**src/rtl/pipeline_stall_controller.sv**
```systemverilog
// pipeline_stall_controller
//   Central sequencer for the 5-stage pipeline. It merges the load-use stall,
//   the EX mispredict redirect and the data-memory ready handshake into one
//   consistent set of PC and stage-register enables, flushes and bubbles. It
//   also runs the ECALL halt drain and keeps stall and flush counters.
//
// Ports
//   clk, reset      clock, synchronous active-high reset
//   hz_stall        load-use stall request for the ID instruction
//   ex_mispredict   EX branch/jump mispredict, redirect PC this cycle
//   id_halt_req     ID instruction is a halting ECALL
//   mem_req         MEM stage holds a load or store
//   mem_ready       data memory completes the access this cycle
//   pc_write, if_id_write, if_id_flush, id_ex_write, id_ex_bubble,
//   ex_mem_write, mem_wb_bubble      stage controls (combinational)
//   is_halted       pipeline drained after halt
//   stall_count     cycles with pc_write == 0 in RUN/DRAIN (saturating)
//   flush_count     accepted mispredicts (saturating)
module pipeline_stall_controller #(
  parameter int DRAIN_CYCLES = 3,
  parameter int CNT_W        = 32
) (
  input  logic             clk,
  input  logic             reset,
  input  logic             hz_stall,
  input  logic             ex_mispredict,
  input  logic             id_halt_req,
  input  logic             mem_req,
  input  logic             mem_ready,
  output logic             pc_write,
  output logic             if_id_write,
  output logic             if_id_flush,
  output logic             id_ex_write,
  output logic             id_ex_bubble,
  output logic             ex_mem_write,
  output logic             mem_wb_bubble,
  output logic             is_halted,
  output logic [CNT_W-1:0] stall_count,
  output logic [CNT_W-1:0] flush_count
);

  localparam int DC_W = (DRAIN_CYCLES < 1) ? 1 : $clog2(DRAIN_CYCLES + 1);
  localparam logic [DC_W-1:0] DRAIN_INIT = DC_W'(DRAIN_CYCLES);

  typedef enum logic [1:0] {S_RUN, S_DRAIN, S_HALTED} state_t;

  state_t            state_q, state_d;
  logic [DC_W-1:0]   drain_cnt_q, drain_cnt_d;
  logic [CNT_W-1:0]  stall_cnt_q, stall_cnt_d;
  logic [CNT_W-1:0]  flush_cnt_q, flush_cnt_d;
  logic              mem_freeze;
  logic              flush_inc;
  logic              stall_inc;

  assign mem_freeze = mem_req && !mem_ready;

  always_comb begin
    pc_write      = 1'b0;
    if_id_write   = 1'b0;
    if_id_flush   = 1'b0;
    id_ex_write   = 1'b0;
    id_ex_bubble  = 1'b0;
    ex_mem_write  = 1'b0;
    mem_wb_bubble = 1'b0;
    is_halted     = 1'b0;
    flush_inc     = 1'b0;
    state_d       = state_q;
    drain_cnt_d   = drain_cnt_q;

    if (!reset) begin
      unique case (state_q)
        S_RUN: begin
          if (mem_freeze) begin
            // Whole pipe holds; requesters keep mispredict/halt asserted.
            mem_wb_bubble = 1'b1;
          end else if (ex_mispredict) begin
            // ID holds a wrong-path instruction, so stall/halt are moot.
            pc_write     = 1'b1;
            if_id_write  = 1'b1;
            if_id_flush  = 1'b1;
            id_ex_write  = 1'b1;
            id_ex_bubble = 1'b1;
            ex_mem_write = 1'b1;
            flush_inc    = 1'b1;
          end else if (hz_stall) begin
            id_ex_write  = 1'b1;
            id_ex_bubble = 1'b1;
            ex_mem_write = 1'b1;
          end else if (id_halt_req) begin
            // Stop fetch; ECALL itself advances out of ID.
            if_id_write  = 1'b1;
            id_ex_write  = 1'b1;
            ex_mem_write = 1'b1;
            state_d      = S_DRAIN;
            drain_cnt_d  = DRAIN_INIT;
          end else begin
            pc_write     = 1'b1;
            if_id_write  = 1'b1;
            id_ex_write  = 1'b1;
            ex_mem_write = 1'b1;
          end
        end
        S_DRAIN: begin
          if (mem_freeze) begin
            mem_wb_bubble = 1'b1;
          end else begin
            if_id_write  = 1'b1;
            if_id_flush  = 1'b1;
            id_ex_write  = 1'b1;
            ex_mem_write = 1'b1;
            drain_cnt_d  = drain_cnt_q - DC_W'(1);
            // Last non-frozen drain cycle: counter hits zero on this edge.
            if (drain_cnt_q <= DC_W'(1)) begin
              drain_cnt_d = '0;
              state_d     = S_HALTED;
            end
          end
        end
        S_HALTED: is_halted = 1'b1;
        default:  state_d   = S_RUN;
      endcase
    end
  end

  assign stall_inc = !reset && (state_q != S_HALTED) && !pc_write;

  always_comb begin
    stall_cnt_d = stall_cnt_q;
    flush_cnt_d = flush_cnt_q;
    if (stall_inc && (stall_cnt_q != '1)) stall_cnt_d = stall_cnt_q + CNT_W'(1);
    if (flush_inc && (flush_cnt_q != '1)) flush_cnt_d = flush_cnt_q + CNT_W'(1);
  end

  always_ff @(posedge clk) begin
    if (reset) begin
      state_q     <= S_RUN;
      drain_cnt_q <= '0;
      stall_cnt_q <= '0;
      flush_cnt_q <= '0;
    end else begin
      state_q     <= state_d;
      drain_cnt_q <= drain_cnt_d;
      stall_cnt_q <= stall_cnt_d;
      flush_cnt_q <= flush_cnt_d;
    end
  end

  assign stall_count = stall_cnt_q;
  assign flush_count = flush_cnt_q;

endmodule

```
**config.mk**
```make
export PLATFORM = sky130hd
export DESIGN_NAME = pipeline_stall_controller
export DESIGN_NICKNAME = d
export VERILOG_FILES = /design/src/rtl/pipeline_stall_controller.sv
export SDC_FILE = /design/constraint.sdc
export NUM_CORES = 1
export LEC_CHECK = 0
export BUFFER_PORTS_ARGS = -buffer_cell sky130_fd_sc_hd__buf_2
export CAP_MARGIN = 25
export CORE_UTILIZATION = 50
export CTS_BUF_LIST = sky130_fd_sc_hd__clkbuf_2
export DETAILED_ROUTE_END_ITERATION = 6
export PLACE_DENSITY_LB_ADDON = 0.08
export SKIP_LAST_GASP = 1
export SYNTH_ARGS = -nofsm -noshare
export SYNTH_HDL_FRONTEND = slang
export SYNTH_SLANG_ARGS = --single-unit
```
**constraint.sdc**
```tcl
create_clock -name clk -period 2.4 [get_ports clk]
set_input_delay 0.72 -clock clk [delete_from_list [all_inputs] [get_ports clk]]
set_output_delay 0.72 -clock clk [all_outputs]
set_load 0.02 [all_outputs]
```
==> results.txt, run 1 <==
* Synth warn: 0
- Die height: between 80 and 90 um
* Number of nets in the final layout: 544
- Number of buffers added for setup after CTS: 0
* Number of top-level pins: 79
- Clock tree from TritonCTS: done
- Classification of the worst-slack hold path: register to register
- Setup repair after global routing missed its margin: false
- Final clock period utilization by the worst path: about 94%
- Detailed placement ended at an HPWL of between 6 and 7 mm.
- Mean instance size in the synthesized netlist: just over 8 um2
- The floorplan step defined a die boundary enclosing 7481 um2.
- Ranking of synthesized cells by area: sky130_fd_sc_hd__dfxtp_1 38%, sky130_fd_sc_hd__a21oi_1 6.9%, sky130_fd_sc_hd__or3_1 6.0%, sky130_fd_sc_hd__o21ai_0 4.8%, sky130_fd_sc_hd__nand3_1 3.8%
* Detailed-route via count: 3813
- Post-synth ARST share: 0%
* Share of final-layout standard cells stronger than drive strength 1: between 20% and 30%
* Highest attainable clock frequency: 443.3 MHz
- CP Class: register to register
- Data on the critical path is required at its endpoint by between 2 and 3 ns.
- Launching element of the worst setup path: stall_count[10]
- Synth Instances: between 400 and 500
- Overall Power: 1945 uW
- Slew of the pin with the lowest slew margin: between 0.6 and 0.7 ns
- Final instance area: ~4300 um2
- Cell at the root of the clock tree: sky130_fd_sc_hd__clkbuf_2
- Ant diodes: 0
* Remaining number of nets flagged by the antenna check after routing: 0
* Final-report hold violation count: 0
* Most area-hungry cell type in the Yosys netlist: sky130_fd_sc_hd__dfxtp_1
- Placeable core region: around 6800 um2
- The worst setup path is captured at a register.
- Pwr per Cell Area: between 400 and 500 nW/um2
* Depth of the CTS H-tree: 3
- During placement, the flow inserted port buffers numbering 78.
- Number of max-slew violations in the final report: 0
* # Max-Cap Violations: 0
* Area of the mapped netlist: ~3600 um2
- The final layout contains routed wiring with a total length of ~9 mm.
* Share of power burned in the clock network: between 30% and 40%
- For this run the aggregate overflow at the end of global routing stands at 0.
* Longest individual stage delay on the worst path: ~0.46 ns
- Largest net degree at the start of global routing: 64
* Rows: 30
* Skew final: 0.02108 ns
- Once placement finished, the instance area stood at roughly 4200 um2.
- Across every metal layer, demand over resource in global routing totals 25.16%.
- Sequential elements use 38.14% of the synthesized area.
* Multi-input logic area: roughly 2100 um2
* Number of buffers inserted during clock tree synthesis: 9
- Combinational cell fraction of total power: 7.8%
- Area taken by flip-flops and latches: approximately 1400 um2
* Standby leakage power: about 0.0016 uW
- In this run the most critical hold path is launched from flush_count[19].
- Dividing the detail-routed via count by the number of cells gives ~6.0.
- By count the netlist is led by 68 x sky130_fd_sc_hd__dfxtp_1, 49 x sky130_fd_sc_hd__a21oi_1, 34 x sky130_fd_sc_hd__o21ai_0, 34 x sky130_fd_sc_hd__or3_1, 27 x sky130_fd_sc_hd__nand3_1.
* Syn nets: 447
- On the critical path, the stage with the largest delay is an instance of sky130_fd_sc_hd__or3_1.
* Highest fanout seen on the critical path: 7
- Launching element type of the critical path: register
- Filler Cell Count: 682
- Internal power: 1433 uW
- Clock latency at the later pin of the worst-skew pair: 0.49 ns
- Walking the worst path, the cells encountered are nand4_2, or3_1, buf_4, a2111o_1, or3_1, a21oi_1.
- Detailed Routing Iterations Pass 1: 4
- The tree built by TritonCTS fans out to 68 sinks.
- From synthesis to final layout, the design area changed by 21.49%.
* Post-CTS clock slew at the launch and capture registers of the worst setup and hold paths: around 0.18 ns
- Worst Slack Setup Final: about 0.14 ns
- Worst setup slack before clock tree synthesis: -0.03218 ns
- In this run the critical register-to-register path is launched from stall_count[10].
- Count of different cell masters after synthesis: 44
- Number of enable flip-flop cells after synthesis: 0
- First-pass GRT wire length: 15.22 mm
* Final setup violation count: 0
* Number of register bits inferred by synthesis: between 60 and 70
* Antenna violations before repair: 0
* Routed length per placed instance: about 14 um
- For this run, design rule violations remaining after detail routing come to 0.
- By instance count, the cell type seen most on the critical path is sky130_fd_sc_hd__or3_1.
- The via count of the first global-routing pass is approximately 3500.
- Once the floorplan was initialized, standard cells occupied 52.25% of the core.
- Share of the synthesized area in the top cell type: between 30% and 40%
- Number of design-rule violations left by the first detailed-router iteration: 142
* Leading cell type by number of instances after synthesis: sky130_fd_sc_hd__dfxtp_1
- Routability-driven placement finished with a final weighted congestion of 0.8660.
* Largest voltage drop on the vdd net: about 0.31 mV
- Part of the total power dissipated in sequential elements: around three fifths
* Switching fraction of total power: 26.34%
- Max Root-Sink Buffers: 2
- In this run the tightest slew margin relative to its limit is a little over half.
- The most used flip-flop cell after synthesis is sky130_fd_sc_hd__dfxtp_1.
- Measured along the x axis, the die boundary spans a little under 90 um.
* Outcome: completed
- Net Sw Power: ~510 uW
* CP arrival: between 2 and 3 ns
* Minimum period implied by the final worst setup slack: 2.256 ns
==> metrics by stage <==
step,hold slack (ns),util [%],std cells,setup TNS [ns]
floorplan,0.4636,-,438,-0.01129
CTS,0.5100,63.39,636,0
global placement,0.4769,61.85,620,0
detailed placement,0.4866,61.85,620,-0.03819
global route,0.5241,63.48,636,0
finish,0.5104,63.48,636,0
==> worst max-delay path: cells and delay by family (launching register included) <==
family          cells  cell delay [ns]
compound gates      2             0.61
buf+inv             1             0.18
flops               1             0.44
simple gates        3             0.97
==> path summary, 6_finish.rpt <==
path,endpoint,cells after the start,slack [ns]
min,flush_count[19],2,0.51
max,stall_count[26],6,0.14
min reg2reg,flush_count[19],2,0.51
max reg2reg,stall_count[26],6,0.14
==> power by group through the flow <==
| stage | registers [uW] | logic [uW] | clock network, uW |
|---|---|---|---|
| 5_1_grt | 1150 | 168 | 716 |
| 2_1_floorplan | 1180 | 91.0 | 0 |
| 3_5_place_dp | 1170 | 153 | 0 |
| 4_1_cts | 1150 | 153 | 664 |
| 6_report | 1150 | 152 | 642 |
| 3_3_place_gp | 1170 | 150 | 0 |
==> repair_timing <==
| action | 4_1_cts | 5_1_grt |
|---|---|---|
| hold buffers | 0 | 0 |
| setup endpoints to repair | 0 | 4 |
| resized for setup | 0 | 4 |
==> cell families (layout without fill, tap and decap cells) <==
logic type	Yosys count	after routing	share of synthesized area (%)
and+or+nand+nor	205	205	33.02
AOI/OAI and AO/OA	123	123	21.03
DFF	68	68	38.14
buffers and inverters	25	127	2.874
muxes	9	9	2.769
xor gates and xnor gates	6	6	1.472
adders and majority gates	2	2	0.7009
==> registers in the layout (all words and copies together) (netlist names) <==
signal       flops
flush_count     32
stall_count     32
drain_cnt_q      2
state_q          2
==> per-layer routing <==
layer	part of all wire, %	up-vias	track usage, %	wire length [um]
met1	43	1788	30.24	3937
met2	50	114	44.08	4523
met3	4.5	20	4.095	406
li1	-	1891	-	-
met4	2.2	0	11.36	197
met5	0	-	0	0
==> cell usage in the layout, fill, tap and decap left out, types with 3 or more instances in the layout <==
cell                       count
sky130_fd_sc_hd__nand3_1      27
sky130_fd_sc_hd__o31ai_1      18
sky130_fd_sc_hd__buf_2        78
sky130_fd_sc_hd__dfxtp_2       3
sky130_fd_sc_hd__nand2_1      25
sky130_fd_sc_hd__o211ai_1      3
sky130_fd_sc_hd__and2_1        5
sky130_fd_sc_hd__nor3_1        7
sky130_fd_sc_hd__a21oi_1      49
sky130_fd_sc_hd__nand2b_1      3
sky130_fd_sc_hd__or2_2         4
sky130_fd_sc_hd__nor4_1        7
sky130_fd_sc_hd__o311ai_0      5
sky130_fd_sc_hd__nor2_1       24
sky130_fd_sc_hd__clkbuf_2     10
sky130_fd_sc_hd__and3_1        7
sky130_fd_sc_hd__nand4_1      21
sky130_fd_sc_hd__mux2_2        7
sky130_fd_sc_hd__o41ai_1       3
sky130_fd_sc_hd__or4_1        15
sky130_fd_sc_hd__nor2b_1       8
sky130_fd_sc_hd__dfxtp_1      65
sky130_fd_sc_hd__or3_1        34
sky130_fd_sc_hd__o21ai_0      34
sky130_fd_sc_hd__and4_1       11
sky130_fd_sc_hd__buf_4        23
sky130_fd_sc_hd__xor2_1        5
sky130_fd_sc_hd__inv_1         8
==> cell type report <==
cell class | instances | share of cell area, %
clock inverter | 6 | 1.269
clock buffer | 10 | 1.154
multi-input combinational | 345 | 48.73
timing repair buffer | 103 | 13.91
sequential | 68 | 31.48
inverter | 8 | 0.6924
tap | 96 | 2.770
Note: power is estimated with default switching activity, not from simulation.
==> inputs of run 2 (changes only) <==
==> constraint.sdc (replaced) <==
create_clock -name clk -period 2.7 [get_ports clk]
set_input_delay 0.81 -clock clk [delete_from_list [all_inputs] [get_ports clk]]
set_output_delay 0.81 -clock clk [all_outputs]
set_load 0.02 [all_outputs]
==> run 2 against run 1 <==
  * Total power is 18% lower
  * Final cell count down 1.7%
  * Non-clock buffer count decreased by 9
  * Highest routed layer unchanged
  * Design area shrank 3.1%
  * Largest cell class unchanged
  * Sequential power down 11%
  * First-iteration DRC count rose by 22%
  * Die area unchanged
  * Clock power is 29% lower
  * Critical path depth down 1
  * Register-to-register slack improved by 0.22 ns
==> results.txt, run 2 (synthesis results as in run 1) <==
* Placer Congestion: 0.8527 (-1.5%)
- The power density over cell area was 380.9 nW/um2 (-15%).
- Width of the chip: 86.50 um (unchanged)
- Share of final-layout standard cells stronger than drive strength 1: 23.63% (-2.1 points)
- Die ar.: 7481 um2 (unchanged)
- The setup-violating endpoint count in the final report is 0 (unchanged).
- Overall overflow remaining after global route: 0 (unchanged)
* Classification of the worst-slack hold path: register to register
- The total of buffers placed on input and output ports was 78 (unchanged).
- The count of clock tree sinks is 68 (unchanged).
- The post-detailed-route DRC marker count was 0 (unchanged).
- The via count of the first global-routing pass is 3201 (-7.6%).
- R2r setup slk: 0.36 ns (+0.22 ns)
- Antenna violations before repair: 0 (unchanged)
- Number of buffers added for setup after CTS: 0 (unchanged)
- Total length of routed wires: 8.932 mm (-1.5%)
- Depth of the CTS H-tree: 3 (unchanged)
- Slew of the pin with the lowest slew margin: 0.8572 ns (+0.1603 ns)
- Largest voltage drop on the vdd net: 0.2160 mV (-30%)
* Commonest non-fill, non-tap cell in the layout: sky130_fd_sc_hd__buf_2
- The count of boundary I/O pins is 79 (unchanged).
- The worst register-to-register path ends at stall_count[4].
- Launching element type of the critical path: input pin
- The standard cell core area came to 6832 um2 (unchanged).
* Clock tree from TritonCTS: done
- The clock buffer count from CTS came to 9 (unchanged).
- Number of design-rule violations left by the first detailed-router iteration: 173 (+22%)
- Launching element of the worst setup path: mem_ready
- Most crowded layer after global routing: met2
- Die height: 86.50 um (unchanged)
- Critical path endpoint category: output port
- The ratio of routed vias to standard cells was 5.971 (-0.40%).
- Setup TNS: 0 ns (unchanged)
* Post-CTS clock slew at the launch and capture registers of the worst setup and hold paths: 0.16 ns (-0.02 ns)
- In the finished design, the share of the clock period the worst path needs comes to 90.63%.
- The number of gates given a new drive strength after cts came to 0 (unchanged).
* Setup repair after global routing missed its margin: false
- The number of hold buffers added after cts came to 0 (unchanged).
- The largest net degree at the start of global routing came to 53 (-17%).
- The clock tree skew after final layout was 0.02454 ns (+0.003459 ns).
* CP arrival: 1.64 ns (-1.04 ns)
- Highest attainable clock frequency: 408.7 MHz
- The count of max-cap constraint violations came to 0 (unchanged).
- Clock latency at the later pin of the worst-skew pair: 0.48 ns (about the same)
* Worst hold slack: 0.5076 ns (-0.002752 ns)
- Routed length per placed instance: 14.29 um (+0.28%)
* Ant diodes: 0 (unchanged)
* Rows: 30 (unchanged)
- Area delta synth->final: 17.70%
* Setup crit end: pc_write
* Outcome: completed
- Final instance area: 4202 um2 (-3.1%)
- The headroom to the max-slew limit was 42.51% (-11 points).
- The number of vias after detailed routing was 3732 (-2.1%).
* Filler Cell Count: 636 (-6.7%)
- Minimum period implied by the final worst setup slack: between 2 and 2.5 ns
- The number of buffers on the longest clock path is 2 (unchanged).
* Global routing usage on met1: 31.35% (+1.1 points)
* Placed Area: 4133 um2 (-2.2%)
- The count of antenna-violating nets left after detailed routing came to 0 (unchanged).
* Standby leakage power: 0.001550 uW (-4.2%)
- Highest fanout seen on the critical path: 5 (-2)
* Detailed Routing Iterations Pass 1: 4 (unchanged)
* Effective utilization at floorplan: 52.25% (unchanged)
* First-pass GRT wire length: 14.70 mm (-3.4%)
- The met3 usage in global routing is 3.619% (-0.48 points).
- Number of cells traversed by the worst register-to-register path: 5 (-1)
- The startpoint identified for the worst register-to-register timing path is stall_count[16].
- Post-DP HPWL: 6.554 mm (-0.66%)
* Number of nets in the final layout: 535 (-1.7%)
* CP Data Required Time: 1.89 ns (-0.93 ns)
- By startpoint and endpoint, the worst setup path is classified as input pin to output port.
* Most frequent cells in the layout: 78 x sky130_fd_sc_hd__buf_2, 68 x sky130_fd_sc_hd__dfxtp_1, 49 x sky130_fd_sc_hd__a21oi_1
- The global routing met2 resource utilization was 41.56% (-2.5 points).
- Final-report hold violation count: 0 (unchanged)
- The overall track demand over capacity in global routing was 24.43% (-0.73 points).
- Cell at the root of the clock tree: sky130_fd_sc_hd__clkbuf_2
- Number of max-slew violations in the final report: 0 (unchanged)
## run 2: cell types whose count changed in the layout (fill, tap and decap cells not counted), sizes merged
cell	before	now
clkinvlp	1	0
bufinv	1	0
buf	103	94
## run 2: worst min path at each step
stage | from | endpoint | slack [ns] | depth (start not counted)
after detailed placement | stall_count[13] | stall_count[13] | 0.49 | 2
after global placement | flush_count[19] | flush_count[19] | 0.47 | 2
after CTS | stall_count[13] | stall_count[13] | 0.51 | 2
final | flush_count[19] | flush_count[19] | 0.51 | 2
after global routing | flush_count[19] | flush_count[19] | 0.55 | 2
after floorplan | drain_cnt_q[1] | drain_cnt_q[1] | 0.46 | 2
## run 2: cell type report
class | instances | area [um2] | share of cell area [%]
Multi-Input combinational cell | 345 | 2111 | 50.24
Sequential cell | 68 | 1361 | 32.40
Timing Repair Buffer | 94 | 510.5 | 12.15
Tap cell | 96 | 120.1 | 2.859
Clock buffer | 10 | 50.05 | 1.191
Inverter | 8 | 30.03 | 0.7147
Clock inverter | 4 | 18.77 | 0.4467
## run 2: critical path: stages
cell and delay (ns):
sky130_fd_sc_hd__buf_2 0.08, sky130_fd_sc_hd__nand2b_1 0.19, sky130_fd_sc_hd__nand2_1 0.15, sky130_fd_sc_hd__nor3_1 0.20
sky130_fd_sc_hd__buf_2 0.20
## run 2: power breakdown
part           switching [uW]  leakage, uW  total, uW  internal (uW)
clock network             344    0.0000548        453            108
registers                10.2     0.000548       1020           1010
logic                    82.9     0.000947        124           40.9
## run 2: metrics by stage
stage / setup WS [ns] / power [uW] / util, % / cells
5_1_grt: 0.1174 / 1679 / 61.50 / 625
3_3_place_gp: 0.2128 / 1167 / 60.49 / 611
6_report: 0.2531 / 1601 / 61.50 / 625
3_5_place_dp: 0.1770 / 1169 / 60.49 / 611
2_1_floorplan: 0.07935 / 1130 / - / 438
4_1_cts: 0.2717 / 1613 / 61.50 / 625
## run 2: layer usage
layer  part of all wire (%)  vias to the layer above
met4                    1.6                        0
met5                      0                        -
met2                     48                      105
li1                       -                     1871
met3                    4.2                       12
met1                     46                     1744
==> inputs of run 3 (changes only) <==
--- a/config.mk
+++ b/config.mk
@@ -10,7 +10,7 @@
 export CORE_UTILIZATION = 50
 export CTS_BUF_LIST = sky130_fd_sc_hd__clkbuf_2
 export DETAILED_ROUTE_END_ITERATION = 6
-export PLACE_DENSITY_LB_ADDON = 0.08
+export PLACE_DENSITY = 0.78
 export SKIP_LAST_GASP = 1
 export SYNTH_ARGS = -nofsm -noshare
 export SYNTH_HDL_FRONTEND = slang
==> run 3 against run 2 <==
  * Critical endpoint is now stall_count[3]
  * Core utilization up 0.48 points
  * Final cell count down 0.16%
  * Worst setup slack worse by 0.054 ns
  * Register-to-register slack worse by 0.16 ns
  * Count of clock-buffer cells in the layout unchanged
  * Clock skew down 0.0072 ns
  * First-iteration DRC count up 60%
==> results.txt, run 3 (synthesis results as in run 1) <==
- Worst-case hold path end point: drain_cnt_q[1]
- The critical path data arrival time is 2.93 ns (+1.29 ns).
- Largest voltage drop on the vdd net: 0.2827 mV (+31%)
- Longest individual stage delay on the worst path: 0.80 ns (+0.60 ns)
- The critical path goes through nand4_2, or3_1, o31ai_2, o21ai_0, a21oi_1.
* Rows: 30 (unchanged)
- Die ar.: 7481 um2 (unchanged)
* Detailed-route via count: 3812 (+2.1%)
* Die height: 86.50 um (unchanged)
- Critical path endpoint category: register
- Terminus of the critical flop-to-flop path: stall_count[3]
- Setup repair after global routing missed its margin: false
- Avg Vias per Cell: 6.109 (+2.3%)
* Classification of the worst-slack hold path: register to register
- Number of buffers inserted during clock tree synthesis: 9 (unchanged)
- The count of antenna-violating nets left after detailed routing was 0 (unchanged).
- The highest net fanout along the worst path came to 14 (+9).
- The cell area after layout was 4234 um2 (+0.77%).
- The hold violation count in the final report came to 0 (unchanged).
* Slew of the pin with the lowest slew margin: 0.8578 ns (+0.0005980 ns)
- Post-DP HPWL: 6.619 mm (+1.0%)
- The count of final max-slew check failures was 0 (unchanged).
- Number of design-rule violations left by the first detailed-router iteration: 276 (+60%)
* Commonest non-fill, non-tap cell in the layout: sky130_fd_sc_hd__buf_2
- The count of max-cap constraint violations came to 0 (unchanged).
- Family with the most delay on the worst path: compound AO/OA/AOI/OAI gates
- Minimum period implied by the final worst setup slack: 2.501 ns (+0.05391 ns)
- The cell sitting at the root of the clock tree is a sky130_fd_sc_hd__clkbuf_2.
- The worst hold path begins at drain_cnt_q[1].
* Number of buffers added for setup after CTS: 0 (unchanged)
- Outcome: completed
* Effective utilization at floorplan: 52.25% (unchanged)
- The count of boundary I/O pins came to 79 (unchanged).
- The number of nets at the end of the flow is 531 (-0.75%).
- The number of H-tree branching levels was 3 (unchanged).
- The combined buffer and inverter count along the critical path is 0 (-2).
- CP Class: register to register
* Placer Congestion: 0.8595 (+0.80%)
- Most frequent cells in the layout: 78 x sky130_fd_sc_hd__buf_2, 68 x sky130_fd_sc_hd__dfxtp_1, 49 x sky130_fd_sc_hd__a21oi_1
* Number of cells traversed by the worst register-to-register path: 5 (unchanged)
- The headroom to the max-slew limit came to 42.47% (about the same).
- Count of hold buffers inserted by post-cts repair: 0 (unchanged)
- Worst path slowest cell: sky130_fd_sc_hd__o31ai_2
* R2r setup slk: 0.20 ns (-0.16 ns)
* Launching element type of the critical path: register
- Post-cts sizing count: 0 (unchanged)
* Placeable core region: 6832 um2 (unchanged)
- Number of global-route vias before repair: 3327 (+3.9%)
* Routed length per placed instance: 14.78 um (+3.4%)
- The clock edge transition at the registers on the reported setup and hold paths is 0.20 ns (+0.04 ns).
* Total length of routed wires: 9.220 mm (+3.2%)
- The length of the first detailed-routing pass in iterations is 5 (+1).
- The period utilization came to 92.62% (+2.0 points).
- The area growth from synthesis to layout is 18.61%.
- The total grt overflow came to 0 (unchanged).
- The largest net degree at the start of global routing came to 58 (+9.4%).
- The highest clock rate was 399.9 MHz (-2.2%).
* Placed Area: 4103 um2 (-0.73%)
- Clock tree from TritonCTS: done
- The horizontal extent of the die is 86.50 um (unchanged).
* Clock latency at the later pin of the worst-skew pair: 0.50 ns (+0.02 ns)
- The number of antenna violations at the first check in global routing was 1 (+1).
- The non-filler instance count after layout came to 624 (-0.16%).
* Number of I/O port buffers: 78 (unchanged)
* Setup TNS: 0 ns (unchanged)
- CP Data Required Time: 3.13 ns (+1.24 ns)
* Util after Layout: 61.98% (+0.48 points)
- Final setup violation count: 0 (unchanged)
* Number of DRC violations after detailed routing: 0 (unchanged)
- The fraction of layout instances using a drive strength above 1 was 23.34% (-0.29 points).
- First-pass GRT wire length: 15.37 mm (+4.6%)
- GRT Overall Usage: 25.61% (+1.2 points)
- Standby leakage power: 0.001562 uW (+0.75%)
* Startpoint of the most critical register-to-register path: stall_count[9]
- Total placed cells including tap cells: 607 (-0.65%)
- The power density over cell area is 430.3 nW/um2 (+13%).
- Hold path depth: 2 (unchanged)
- The count of clock tree sinks came to 68 (unchanged).
- The number of buffers on the longest clock path was 2 (unchanged).
- The clock tree skew after final layout is 0.01733 ns (-0.007210 ns).
[run 3: worst reg2reg max path: cells and delay by family (launching register included)]
family          cells  cell delay, ns
simple gates        2            0.75
compound gates      3            1.20
flops               1            0.47
[run 3: worst max path at each step]
stage | slack, ns | from | depth (start not counted) | to
final | 0.20 | stall_count[9] | 5 | stall_count[3]
after global routing | 0.01 | stall_count[9] | 5 | stall_count[3]
after CTS | 0.22 | state_q[1] | 4 | id_ex_bubble
after detailed placement | 0.11 | mem_ready | 6 | flush_count[19]
after global placement | 0.19 | ex_mispredict | 6 | stall_count[11]
after floorplan | 0.08 | reset | 4 | is_halted
[run 3: cell type report]
class | instances | area (um2)
Timing Repair Buffer | 90 | 480.5
Inverter | 8 | 30.03
Fill cell | 621 | 2597
Antenna cell | 1 | 2.502
Sequential cell | 68 | 1361
Clock buffer | 10 | 50.05
Tap cell | 96 | 120.1
Multi-Input combinational cell | 345 | 2111
Clock inverter | 6 | 78.83
[run 3: stage by stage]
stage	hold WS (ns)	power, uW	worst slack [ns]
after floorplan	0.4636	1130	0.07935
after global placement	0.4753	1164	0.1944
after detailed placement	0.4905	1168	0.1091
after CTS	0.5128	1824	0.2167
after global routing	0.5353	1896	0.01312
final	0.5148	1822	0.1992
[run 3: power by group]
part	switching, uW	internal [uW]	leakage (uW)
combinational	83.4	41.0	0.000930
sequential	10.7	1010	0.000548
clock	369	303	0.0000831
[run 3: routing by layer]
metal  vias up  GRT usage [%]  wire length [um]
li1       1853              -                 -
met1      1803          34.64              4184
met2       142          40.26              4302
met3        14          3.905               593
met4         0          11.82               140
met5         -              0                 0
